--- src/rtl/block_dispatch.sv ---
// block_dispatch
//   Splits a kernel of total_threads threads into blocks of THREADS_PER_BLOCK
//   and hands the blocks to NUM_CORES compute cores, one dispatch per cycle,
//   using a round-robin search for a free core.
//
// Ports
//   clk               clock, all state changes on the rising edge
//   reset             asynchronous active-high reset
//   start             level; a kernel runs while high, dropping it aborts
//   total_threads     kernel thread count, sampled when a kernel is accepted
//   core_done         per-core "block finished"
//   core_start        per-core, high while the core owns a block
//   core_reset        per-core one-cycle reset pulse
//   core_block_id     block id assigned to each core
//   core_thread_count valid threads in each core's assigned block
//   done              kernel complete, held until start drops
//   busy              high while resetting cores or running
module block_dispatch #(
  parameter  int NUM_CORES         = 2,
  parameter  int THREADS_PER_BLOCK = 4,
  localparam int TC_BITS           = $clog2(THREADS_PER_BLOCK) + 1
) (
  input  logic                 clk,
  input  logic                 reset,
  input  logic                 start,
  input  logic [7:0]           total_threads,
  input  logic [NUM_CORES-1:0] core_done,
  output logic [NUM_CORES-1:0] core_start,
  output logic [NUM_CORES-1:0] core_reset,
  output logic [7:0]           core_block_id     [NUM_CORES],
  output logic [TC_BITS-1:0]   core_thread_count [NUM_CORES],
  output logic                 done,
  output logic                 busy
);

  localparam int PTR_W    = (NUM_CORES > 1) ? $clog2(NUM_CORES) : 1;
  localparam int LOG2_TPB = $clog2(THREADS_PER_BLOCK);

  typedef enum logic [1:0] {IDLE, RESET_CORES, RUN, DONE} state_t;
  typedef enum logic [1:0] {FREE, ASSIGNED, RELEASE} slot_t;

  state_t           state;
  slot_t            slot [NUM_CORES];
  logic [PTR_W-1:0] rr_ptr;
  logic [7:0]       total_lat;
  logic [7:0]       total_blocks;
  logic [7:0]       next_block;
  logic [7:0]       blocks_done;

  logic             found;
  logic [PTR_W-1:0] pick;
  logic [7:0]       done_cnt;

  function automatic int wrap_idx(input int a);
    return (a >= NUM_CORES) ? a - NUM_CORES : a;
  endfunction

  // Only the final block can be partial; every other block is full.
  function automatic logic [TC_BITS-1:0] block_threads(input logic [7:0] total,
                                                       input logic [7:0] blk);
    int rem;
    rem = int'(total) - int'(blk) * THREADS_PER_BLOCK;
    if (rem > 0 && rem < THREADS_PER_BLOCK) return TC_BITS'(rem);
    return TC_BITS'(THREADS_PER_BLOCK);
  endfunction

  // Round-robin search for the first FREE slot starting at rr_ptr. A slot in
  // RELEASE is not FREE, so a core that just finished is skipped this cycle.
  always_comb begin
    found = 1'b0;
    pick  = '0;
    for (int i = 0; i < NUM_CORES; i++) begin
      if (!found && slot[wrap_idx(int'(rr_ptr) + i)] == FREE) begin
        found = 1'b1;
        pick  = PTR_W'(wrap_idx(int'(rr_ptr) + i));
      end
    end
  end

  // Number of completions accepted this cycle (only ASSIGNED slots count).
  always_comb begin
    done_cnt = '0;
    for (int i = 0; i < NUM_CORES; i++) begin
      if (slot[i] == ASSIGNED && core_done[i]) done_cnt = done_cnt + 8'd1;
    end
  end

  always_ff @(posedge clk or posedge reset) begin
    if (reset) begin
      state        <= IDLE;
      rr_ptr       <= '0;
      total_lat    <= '0;
      total_blocks <= '0;
      next_block   <= '0;
      blocks_done  <= '0;
      core_start   <= '0;
      core_reset   <= '0;
      done         <= 1'b0;
      busy         <= 1'b0;
      for (int i = 0; i < NUM_CORES; i++) begin
        slot[i]              <= FREE;
        core_block_id[i]     <= '0;
        core_thread_count[i] <= '0;
      end
    end else begin
      core_reset <= '0;
      case (state)
        IDLE: begin
          if (start) begin
            total_lat    <= total_threads;
            total_blocks <= 8'((9'(total_threads) + 9'(THREADS_PER_BLOCK - 1)) >> LOG2_TPB);
            next_block   <= '0;
            blocks_done  <= '0;
            core_reset   <= '1;
            done         <= 1'b0;
            busy         <= 1'b1;
            state        <= RESET_CORES;
          end
        end
        RESET_CORES, RUN: begin
          if (!start) begin
            // Abort wins over everything else.
            core_reset <= '1;
            core_start <= '0;
            done       <= 1'b0;
            busy       <= 1'b0;
            state      <= IDLE;
            for (int i = 0; i < NUM_CORES; i++) slot[i] <= FREE;
          end else if (state == RESET_CORES) begin
            state <= RUN;
            for (int i = 0; i < NUM_CORES; i++) slot[i] <= FREE;
          end else if (blocks_done == total_blocks) begin
            done  <= 1'b1;
            busy  <= 1'b0;
            state <= DONE;
          end else begin
            for (int i = 0; i < NUM_CORES; i++) begin
              if (slot[i] == ASSIGNED && core_done[i]) begin
                core_start[i] <= 1'b0;
                core_reset[i] <= 1'b1;
                slot[i]       <= RELEASE;
              end else if (slot[i] == RELEASE) begin
                slot[i] <= FREE;
              end
            end
            blocks_done <= blocks_done + done_cnt;
            if (next_block < total_blocks && found) begin
              core_block_id[pick]     <= next_block;
              core_thread_count[pick] <= block_threads(total_lat, next_block);
              core_start[pick]        <= 1'b1;
              slot[pick]              <= ASSIGNED;
              next_block              <= next_block + 8'd1;
              rr_ptr <= (int'(pick) == NUM_CORES - 1) ? '0 : pick + 1'b1;
            end
          end
        end
        DONE: begin
          if (!start) begin
            done  <= 1'b0;
            state <= IDLE;
          end
        end
        default: state <= IDLE;
      endcase
    end
  end

endmodule

--- config.mk ---
export PLATFORM = sky130hd
export DESIGN_NAME = block_dispatch
export DESIGN_NICKNAME = d
export VERILOG_FILES = /design/src/rtl/block_dispatch.sv
export SDC_FILE = /design/constraint.sdc
export NUM_CORES = 1
export LEC_CHECK = 0
export BUFFER_PORTS_ARGS = -buffer_cell sky130_fd_sc_hd__buf_2
export CORE_MARGIN = 2
export CORE_UTILIZATION = 59
export CTS_CLUSTER_SIZE = 28
export DETAILED_ROUTE_END_ITERATION = 6
export GPL_TIMING_DRIVEN = 1
export HOLD_SLACK_MARGIN = 0.15
export PLACE_DENSITY = 0.76
export SLEW_MARGIN = 30
export SYNTH_ARGS = -nofsm -noshare
export SYNTH_HDL_FRONTEND = slang
export SYNTH_SLANG_ARGS = --single-unit
export TNS_END_PERCENT = 50
--- constraint.sdc ---
create_clock -name clk -period 2.75 [get_ports clk]
set_clock_uncertainty 0.05 [all_clocks]
set_input_delay 0.55 -clock clk [delete_from_list [all_inputs] [get_ports clk]]
set_output_delay 0.55 -clock clk [all_outputs]
set_load 0.03 [all_outputs]
# ---- Yosys cells after proc, flatten, opt, wreduce, memory -nomap -nowiden
# Cells that the tools add are included.
dict set report word_totals {
  register_bits 66
  in_bits 13
  elab_cells 189
}
dict set report op_classes {
  eq_ne 20
  n_reduce_logical 22
  muxes 102
  n_bitwise 9
  order_cmp 11
  n_addsub 9
}
# operator n
set op_table {}
lappend op_table {{two-way mux 8 bit} 10}
lappend op_table {{>= comparator 32 x 2 -> 1 bit, second input constant} 2}
lappend op_table {{two-way mux 2 bit} 32}
lappend op_table {{two-way mux 32 bit} 2}
lappend op_table {{NOT 32 bit} 2}
lappend op_table {{two-way mux 1 bit} 34}
lappend op_table {{case mux 8 bit (2 select lines)} 2}
lappend op_table {{two-way mux 3 bit} 8}
lappend op_table {{adder 8 x 1 -> 8 bit, second input constant} 2}
lappend op_table {{bitwise mux 16 bit} 1}
lappend op_table {{two-way mux 4 bit} 4}
lappend op_table {{!= test 2 bit, second input constant} 8}
lappend op_table {{> comparator 11 x 1 -> 1 bit, second input constant} 1}
lappend op_table {{less-than comparator 11 x 4 -> 1 bit, second input constant} 1}
lappend op_table {{subtractor 8 x 10 -> 11 bit} 1}
lappend op_table {{AND reduction 5 bit} 2}
lappend op_table {{adder 8 x 2 -> 9 bit, second input constant} 1}
lappend op_table {{!= test 3 bit, second input constant} 3}
lappend op_table {{adder 8 bit} 1}
lappend op_table {{demux 8 bit (select 1 bit)} 1}
lappend op_table {{equality test 2 bit, second input constant} 4}
lappend op_table {{equality test 8 x 7 -> 1 bit} 1}
lappend op_table {{less-than comparator 8 x 7 -> 1 bit} 1}
lappend op_table {{AND reduction 4 bit} 2}
lappend op_table {{other kinds (32)} 47}

# ---- Longest topological paths before layout
# Gate-level depths: netlist of the first run.
dict set report logic_depth {
  ltp_word 24
  ltp_mapped 10
}

# ---- Worst setup path before layout of the first run
# No wires, ideal clock.
dict set report synth_timing {
  path_kind {reg-to-reg}
  from {reg next_block[2]}
  to {reg core_block_id[0] (netlist name)}
  period_less_slack_ps 2486
  setup_time_ps 125
  stages_incl_launch_ff 9
  slack_ps 264
  required_ps 2575
  t_arrival_ps 2311
  cell_sequence {dfrtp_1 ha_1 a211oi_1 o21ai_0 a21o_1 or4_4 buf_6 buf_12 mux2_4}
}
dict set report synth_via {
  elab_chain_len 3
}
# item line
set synth_lines {}
lappend synth_lines {{start, declared} 47} ;# logic [7:0] next_block;
lappend synth_lines {{start signal, assigned} 152} ;# next_block <= next_block + 8'd1;
lappend synth_lines {{less-than comparator 8 x 7 -> 1 bit} 147} ;# if (next_block < total_blocks && found) begin
lappend synth_lines {{logical AND 1 bit} 147}
lappend synth_lines {{AND reduction 5 bit (no source line)} --}
lappend synth_lines {{end signal, assigned by index} 148} ;# core_block_id[pick] <= next_block;
lappend synth_lines {{end, declared} 30} ;# output logic [7:0] core_block_id [NUM_CORES],
# No other way between the ends.
# A chain may end at the register's enable or synchronous reset.

# ---- Worst setup path after layout of the first run
dict set report layout_timing {
  from {reg next_block[1]}
  to {reg core_thread_count[2] (netlist name)}
}
dict set report layout_via {
  elab_chain_len 16
  word_cells_on_any_way 20
  classes_between {add/sub: 1; order compare: 3; mux: 13; reduce/logical: 3}
}
# item line
set layout_lines {}
lappend layout_lines {{subtractor 8 x 10 -> 11 bit} 62} ;# rem = int'(total) - int'(blk) * THREADS_PER_BLOCK;
lappend layout_lines {{> comparator 11 x 1 -> 1 bit / less-than comparator 11 x 4 -> 1 bit (equally long branches)} 63} ;# if (rem > 0 && rem < THREADS_PER_BLOCK) return TC_BITS'(rem);
lappend layout_lines {{logical AND 1 bit} 63}
lappend layout_lines {{two-way mux 1 bit} 63}
lappend layout_lines {{two-way mux 1 bit} 147}
lappend layout_lines {{two-way mux 1 bit} 132} ;# end else if (blocks_done == total_blocks) begin
lappend layout_lines {{two-way mux 1 bit} 129} ;# end else if (state == RESET_CORES) begin
lappend layout_lines {{two-way mux 1 bit} 121} ;# if (!start) begin
lappend layout_lines {{two-way mux 1 bit} 107} ;# case (state)
lappend layout_lines {{two-way mux 3 bit} 64} ;# return TC_BITS'(THREADS_PER_BLOCK);
lappend layout_lines {{two-way mux 3 bit} 147}
lappend layout_lines {{two-way mux 3 bit} 132}
lappend layout_lines {{two-way mux 3 bit} 129}
lappend layout_lines {{two-way mux 3 bit} 121}
lappend layout_lines {{two-way mux 3 bit} 107}
lappend layout_lines {{bitwise mux 6 bit} 149} ;# core_thread_count[pick] <= block_threads(total_lat, next_block);
lappend layout_lines {{end signal, assigned by index} 149}
lappend layout_lines {{end, declared} 31} ;# output logic [TC_BITS-1:0] core_thread_count [NUM_CORES],
# Several ways; a longest one is shown, not always the timed one. The select of a mux whose other input is x is not followed.

==> metrics, run 1 <==
outcome=finished clean; Syn Inst Count=360; WL final=8230 um; Hold WC Path Type=in2async; RR Startpoint=next_block[1]$_DFFE_PP0P_; share of the synthesized area in the top cell type=0.444; die height=83.4 um; Synth top cells by count=66 x dfrtp_1, 37 x nand2_1, 25 x inv_1; gr ovfl total=0; Synth area leader=dfrtp_1; Rows=28; gpl congestion=just over 0.8; Max Clk Rate=approximately 0.39 GHz; Synth area leaders=dfrtp_1 44%, ha_1 6.7%, mux2_2 6.4%, nand2_1 3.7%, inv_1 2.5%; Worst-Skew Late Latency=340 ps; Ys Warns=0; Crit Path Category=reg2reg; share of cells above drive strength 1=0.264; power density cells=~1200 nW/um2; Vias/cell=6.01; Least-Margin Pin Slew=817 ps; final period utilization=0.936; Initial DRT Pass Iterations=5; max_cap viols=0; I/O pin total=41; Max rail drop VDD=0.729 mV; Die ar.=6960 um2; TritonCTS clock tree=built; CP Launch Type=flip-flop; P&R area growth vs syn=14.9%; Critical path origin=next_block[1]$_DFFE_PP0P_; Worst EP arrival=around 2800 ps; Buffers on Ports=40; Post-synth EDFFs=0; All-Layer GR Usage=0.251; Initial DRC Count=285; final setup fails=0; CP peak stage delay=490 ps; placed cells=476; cts hold-fix bufs=0; number of global-route vias before repair=2833; die width=83.4 um; post-cts resize count=0; total power=~0.005 W; Critical-path top delay cell=fa_1; vias after detailed routing=2957; Slew Limit Fails=0; antenna violations before repair=0; Max-slew headroom=0.454; final hold vios=0; Setup TNS=0 ps; setup bufs post-CTS=0; post-synth cell types=60; post-DP HPWL=5900 um; synthesized flop and latch total=66; crit-path cells=buf_4, fa_1, nor4bb_1, o221ai_1, a2111o_1, mux2_4; post-synthesis net count=just under 400; sequential fraction of the synthesis area=0.444; Core Region=around 6000 um2; Storage cell area=1650 um2; ant diodes=0; RSZ-0062 raised after global routing=no; Initial Util=0.621; critical-path maximum fanout=5; H-tree Lvls=3; largest net degree at the start of global routing=38; Mapped Area=between 3000 and 4000 um2; Most used DFF post-synth=dfrtp_1; leakage power=2.09 nW; Avg WL per Cell=16.7 um; nets@finish=~450; Final min period=2580 ps; first-pass GRT wire length=about 14000 um; syn avg cell area=roughly 10 um2; root buffer selected by CTS=clkbuf_8; Buf+Inv Stages, Crit Path=1; clk sinks=66; Layout Cells excl Fill=492; Fill cells=439; clock slew at reported path FFs=about 80 ps; top-count cell post-synth=dfrtp_1; Post-synth ARST share=1.00; combined area of the multi-input logic cells=1900 um2; critical path endpoint category=flip-flop; DRC violations left=0; CP required=2930 ps; delay-heaviest family, CP=compound AO/OA/AOI/OAI gates; Final ANT Viol Nets=0; CTS Buffer Depth=2; number of buffers created by CTS=9
==> path summary, 6_finish.rpt <==
path	slack, ps	endpoint	depth (start not counted)
max	170	core_thread_count[2]$_DFFE_PP0P_	6
min	250	core_thread_count[1]$_DFFE_PP0P_	2
max reg2reg	170	core_thread_count[2]$_DFFE_PP0P_	6
min reg2reg	430	core_block_id[15]$_DFFE_PP0P_	1
max in group asynchronous	1760	blocks_done[2]$_DFFE_PP0P_	3
min in group clk	430	total_lat[0]$_DFFE_PP0P_	2
==> flip-flops by register name, indices dropped and copies added (netlist names) <==
name and count:
rr_ptr 1, core_block_id 16, done 1, state 2
busy 1, blocks_done 8, core_reset 2, total_blocks 7
core_start 2, slot 4, total_lat 8, next_block 8
core_thread_count 6
==> per-stage QoR <==
stage                     hold slack (ps)  instance area (um2)  utilization  worst slack (ps)
after floorplan                       403                 3720            -               264
after global placement                413                 4050        0.676               190
after detailed placement              416                 4050        0.676               160
after CTS                             264                 4270        0.712               186
after global routing                  303                 4270        0.713              63.5
final                                 252                 4270        0.713               175
==> logic make-up after synthesis <==
logic type | Yosys count | share of synthesized area
DFF | 66 | 0.444
muxes | 28 | 0.0905
and+or+nand+nor | 120 | 0.173
AOI/OAI and AO/OA | 71 | 0.130
adders and majority gates | 22 | 0.0780
buffers and inverters | 38 | 0.0471
xor gates and xnor gates | 15 | 0.0373
==> placed cells by master, fill, tap and decap left out, types with 8 or more instances in the layout <==
cell       n
buf_4     13
mux2_2    21
a21oi_1   10
ha_1      20
nand2_1   37
and3_1     8
dfrtp_1   66
nor2_1    10
buf_2     40
nand3_1   12
o21ai_0   18
inv_1     24
nor3_1    12
clkbuf_8   9
xor2_1     9
==> layout make-up <==
type | count | share of cell area
clock buffer | 9 | 0.0290
clock inverter | 7 | 0.0220
inverter | 25 | 0.0220
multi-input combinational | 256 | 0.444
sequential | 66 | 0.386
tap | 75 | 0.0220
timing repair buffer | 54 | 0.0744
==> metal layers <==
metal  track usage  up-vias  part of all wire
met4         0.109        0             0.022
met1         0.356     1418              0.46
li1              -     1404                 -
met5             0        -                 0
met2         0.385      119              0.46
met3        0.0368       16             0.053
==> power breakdown <==
part	switching [W]	total [W]	internal, W	leakage [nW]
Clock	0.000379	0.000887	0.000508	0.105
Sequential	0.000258	0.00155	0.00129	0.829
Combinational	0.00157	0.00257	0.00100	1.16
Total	0.00221	0.00501	0.00280	2.09
No activity file was read; power rests on OpenSTA's default activity.
==> run 2, diff against run 1 <==
CELL_PAD_IN_SITES_DETAIL_PLACEMENT = 1   (was not set)
CELL_PAD_IN_SITES_GLOBAL_PLACEMENT = 2   (was not set)
CORE_UTILIZATION = 38   (was 59)
==> run 2 against run 1 <==
Against the previous run: non-clock buffer count increased by 4; via count decreased by 2.2%; cell count increased by 12%; utilization decreased by 26 points; sequential power about the same; die area increased by 52%; maximum frequency about the same; hold slack got worse by 59 ps; flip-flop and latch count unchanged; register-to-register slack about the same.
==> metrics, run 2 (synthesis gave the netlist of run 1 again) <==
DP Area=4140 um2; Fin Hold WS=193 ps; Core Region=9640 um2; clock slew at reported path FFs=80 ps; final setup fails=0; Max-slew headroom=0.444; first-pass GRT wire length=~15000 um; total power=0.00519 W; clk sinks=66; Initial DRC Count=82; CP Launch Type=flip-flop; Worst EP arrival=roughly 2800 ps; number of global-route vias before repair=2933; share of cells above drive strength 1=0.267; gpl congestion=0.824; met3 usage=0.0264; DRC violations left=0; Crit Path Category=reg2reg; Least-Margin Pin Slew=832 ps; outcome=finished clean; WL final=9550 um; Avg WL per Cell=17.3 um; Setup TNS=0 ps; most frequent cells in the layout=66 x dfrtp_1, 40 x buf_2, 37 x nand2_1; largest net degree at the start of global routing=26; combined area of the multi-input logic cells=1890 um2; max FFs per register=16; Worst-Skew Late Latency=350 ps; max_cap viols=0; ant diodes=0; All-Layer GR Usage=0.193; Fill cells=~1.2k; final period utilization=0.937; met1 usage=0.274; Buffers on Ports=40; Initial DRT Pass Iterations=4; I/O pin total=about 40; Max Clk Rate=0.388 GHz; Final min period=2580 ps; Storage cell area=roughly 1700 um2; post-layout util=0.453; vias after detailed routing=2892; Hold WC Path Type=in2async; leakage power=2.11 nW; post-route design area=4370 um2; die width=103 um; Max rail drop VDD=0.373 mV; Rows=36; Final ANT Viol Nets=0; CP required=2940 ps; antenna violations before repair=0; post-DP HPWL=7200 um; nets@finish=451; H-tree Lvls=3; Slew Limit Fails=0; gr ovfl total=0; commonest non-fill, non-tap cell in the layout=dfrtp_1; die height=103 um; largest register by flop count=core_block_id; final hold vios=0; met2 Track Usage GR=0.302; Die ar.=10600 um2; Initial Util=0.386; number of buffers created by CTS=9; root buffer selected by CTS=clkbuf_8; Vias/cell=5.23; cts hold-fix bufs=0; RSZ-0062 raised after global routing=no; TritonCTS clock tree=built; power density cells=between 1000 and 1500 nW/um2; grt peak-use layer=met2; P&R area growth vs syn=17.4%; CTS Buffer Depth=2; critical-path maximum fanout=14; critical path endpoint category=flip-flop
-- run 2: changes by cell type in the layout (fill, tap and decap cells not counted), sizes merged --
cell    before  now
buf         54   58
clkinv       3    0
clkbuf       9   11
-- run 2: layout make-up --
class	instances	area share
Clock buffer	11	0.0347
Clock inverter	4	0.0172
Inverter	25	0.0215
Multi-Input combinational cell	256	0.434
Sequential cell	66	0.378
Tap cell	133	0.0381
Timing Repair Buffer	58	0.0768
-- run 2: worst max-delay path, stage by stage, from the launching register on --
cell      delay, ps
dfrtp_1         480
ha_1            330
a211oi_1        190
o21ai_0         170
a21o_1          230
or4_4           660
mux2_4          340
-- run 2: stage by stage --
stage	std cells	setup slack [ps]
4_1_cts	553	161
6_report	553	174
3_5_place_dp	538	134
3_3_place_gp	538	160
5_1_grt	553	53.5
2_1_floorplan	360	264
-- run 2: power by group --
part / switching [W] / leakage (nW) / internal, W
clock: 0.000389 / 0.108 / 0.000555
sequential: 0.000279 / 0.829 / 0.00129
combinational: 0.00161 / 1.17 / 0.00106
total: 0.00228 / 2.11 / 0.00291
-- run 2: worst paths after layout --
path / startpoint / endpoint / depth (start not counted) / slack (ps)
setup / recovery: next_block[2]$_DFFE_PP0P_ / core_block_id[0]$_DFFE_PP0P_ / 6 / 170
hold / removal: reset / next_block[4]$_DFFE_PP0P_ / 2 / 190
setup reg to reg: next_block[2]$_DFFE_PP0P_ / core_block_id[0]$_DFFE_PP0P_ / 6 / 170
hold reg to reg: core_block_id[15]$_DFFE_PP0P_ / core_block_id[15]$_DFFE_PP0P_ / 1 / 450
max in group asynchronous: reset / core_thread_count[1]$_DFFE_PP0P_ / 3 / 1740
min in group clk: total_threads[5] / total_lat[5]$_DFFE_PP0P_ / 2 / 430
-- run 2: routing by layer --
metal  vias up  wire (um)
met3        12        250
met5         -          0
met2        42       4400
met4         0        160
met1      1425       4740
li1       1413          -
-- run 2: repair_timing --
action | 4_1_cts | 5_1_grt
setup buffers | 0 | 0
setup endpoints to repair | 0 | 4
gates resized for setup | 0 | 1
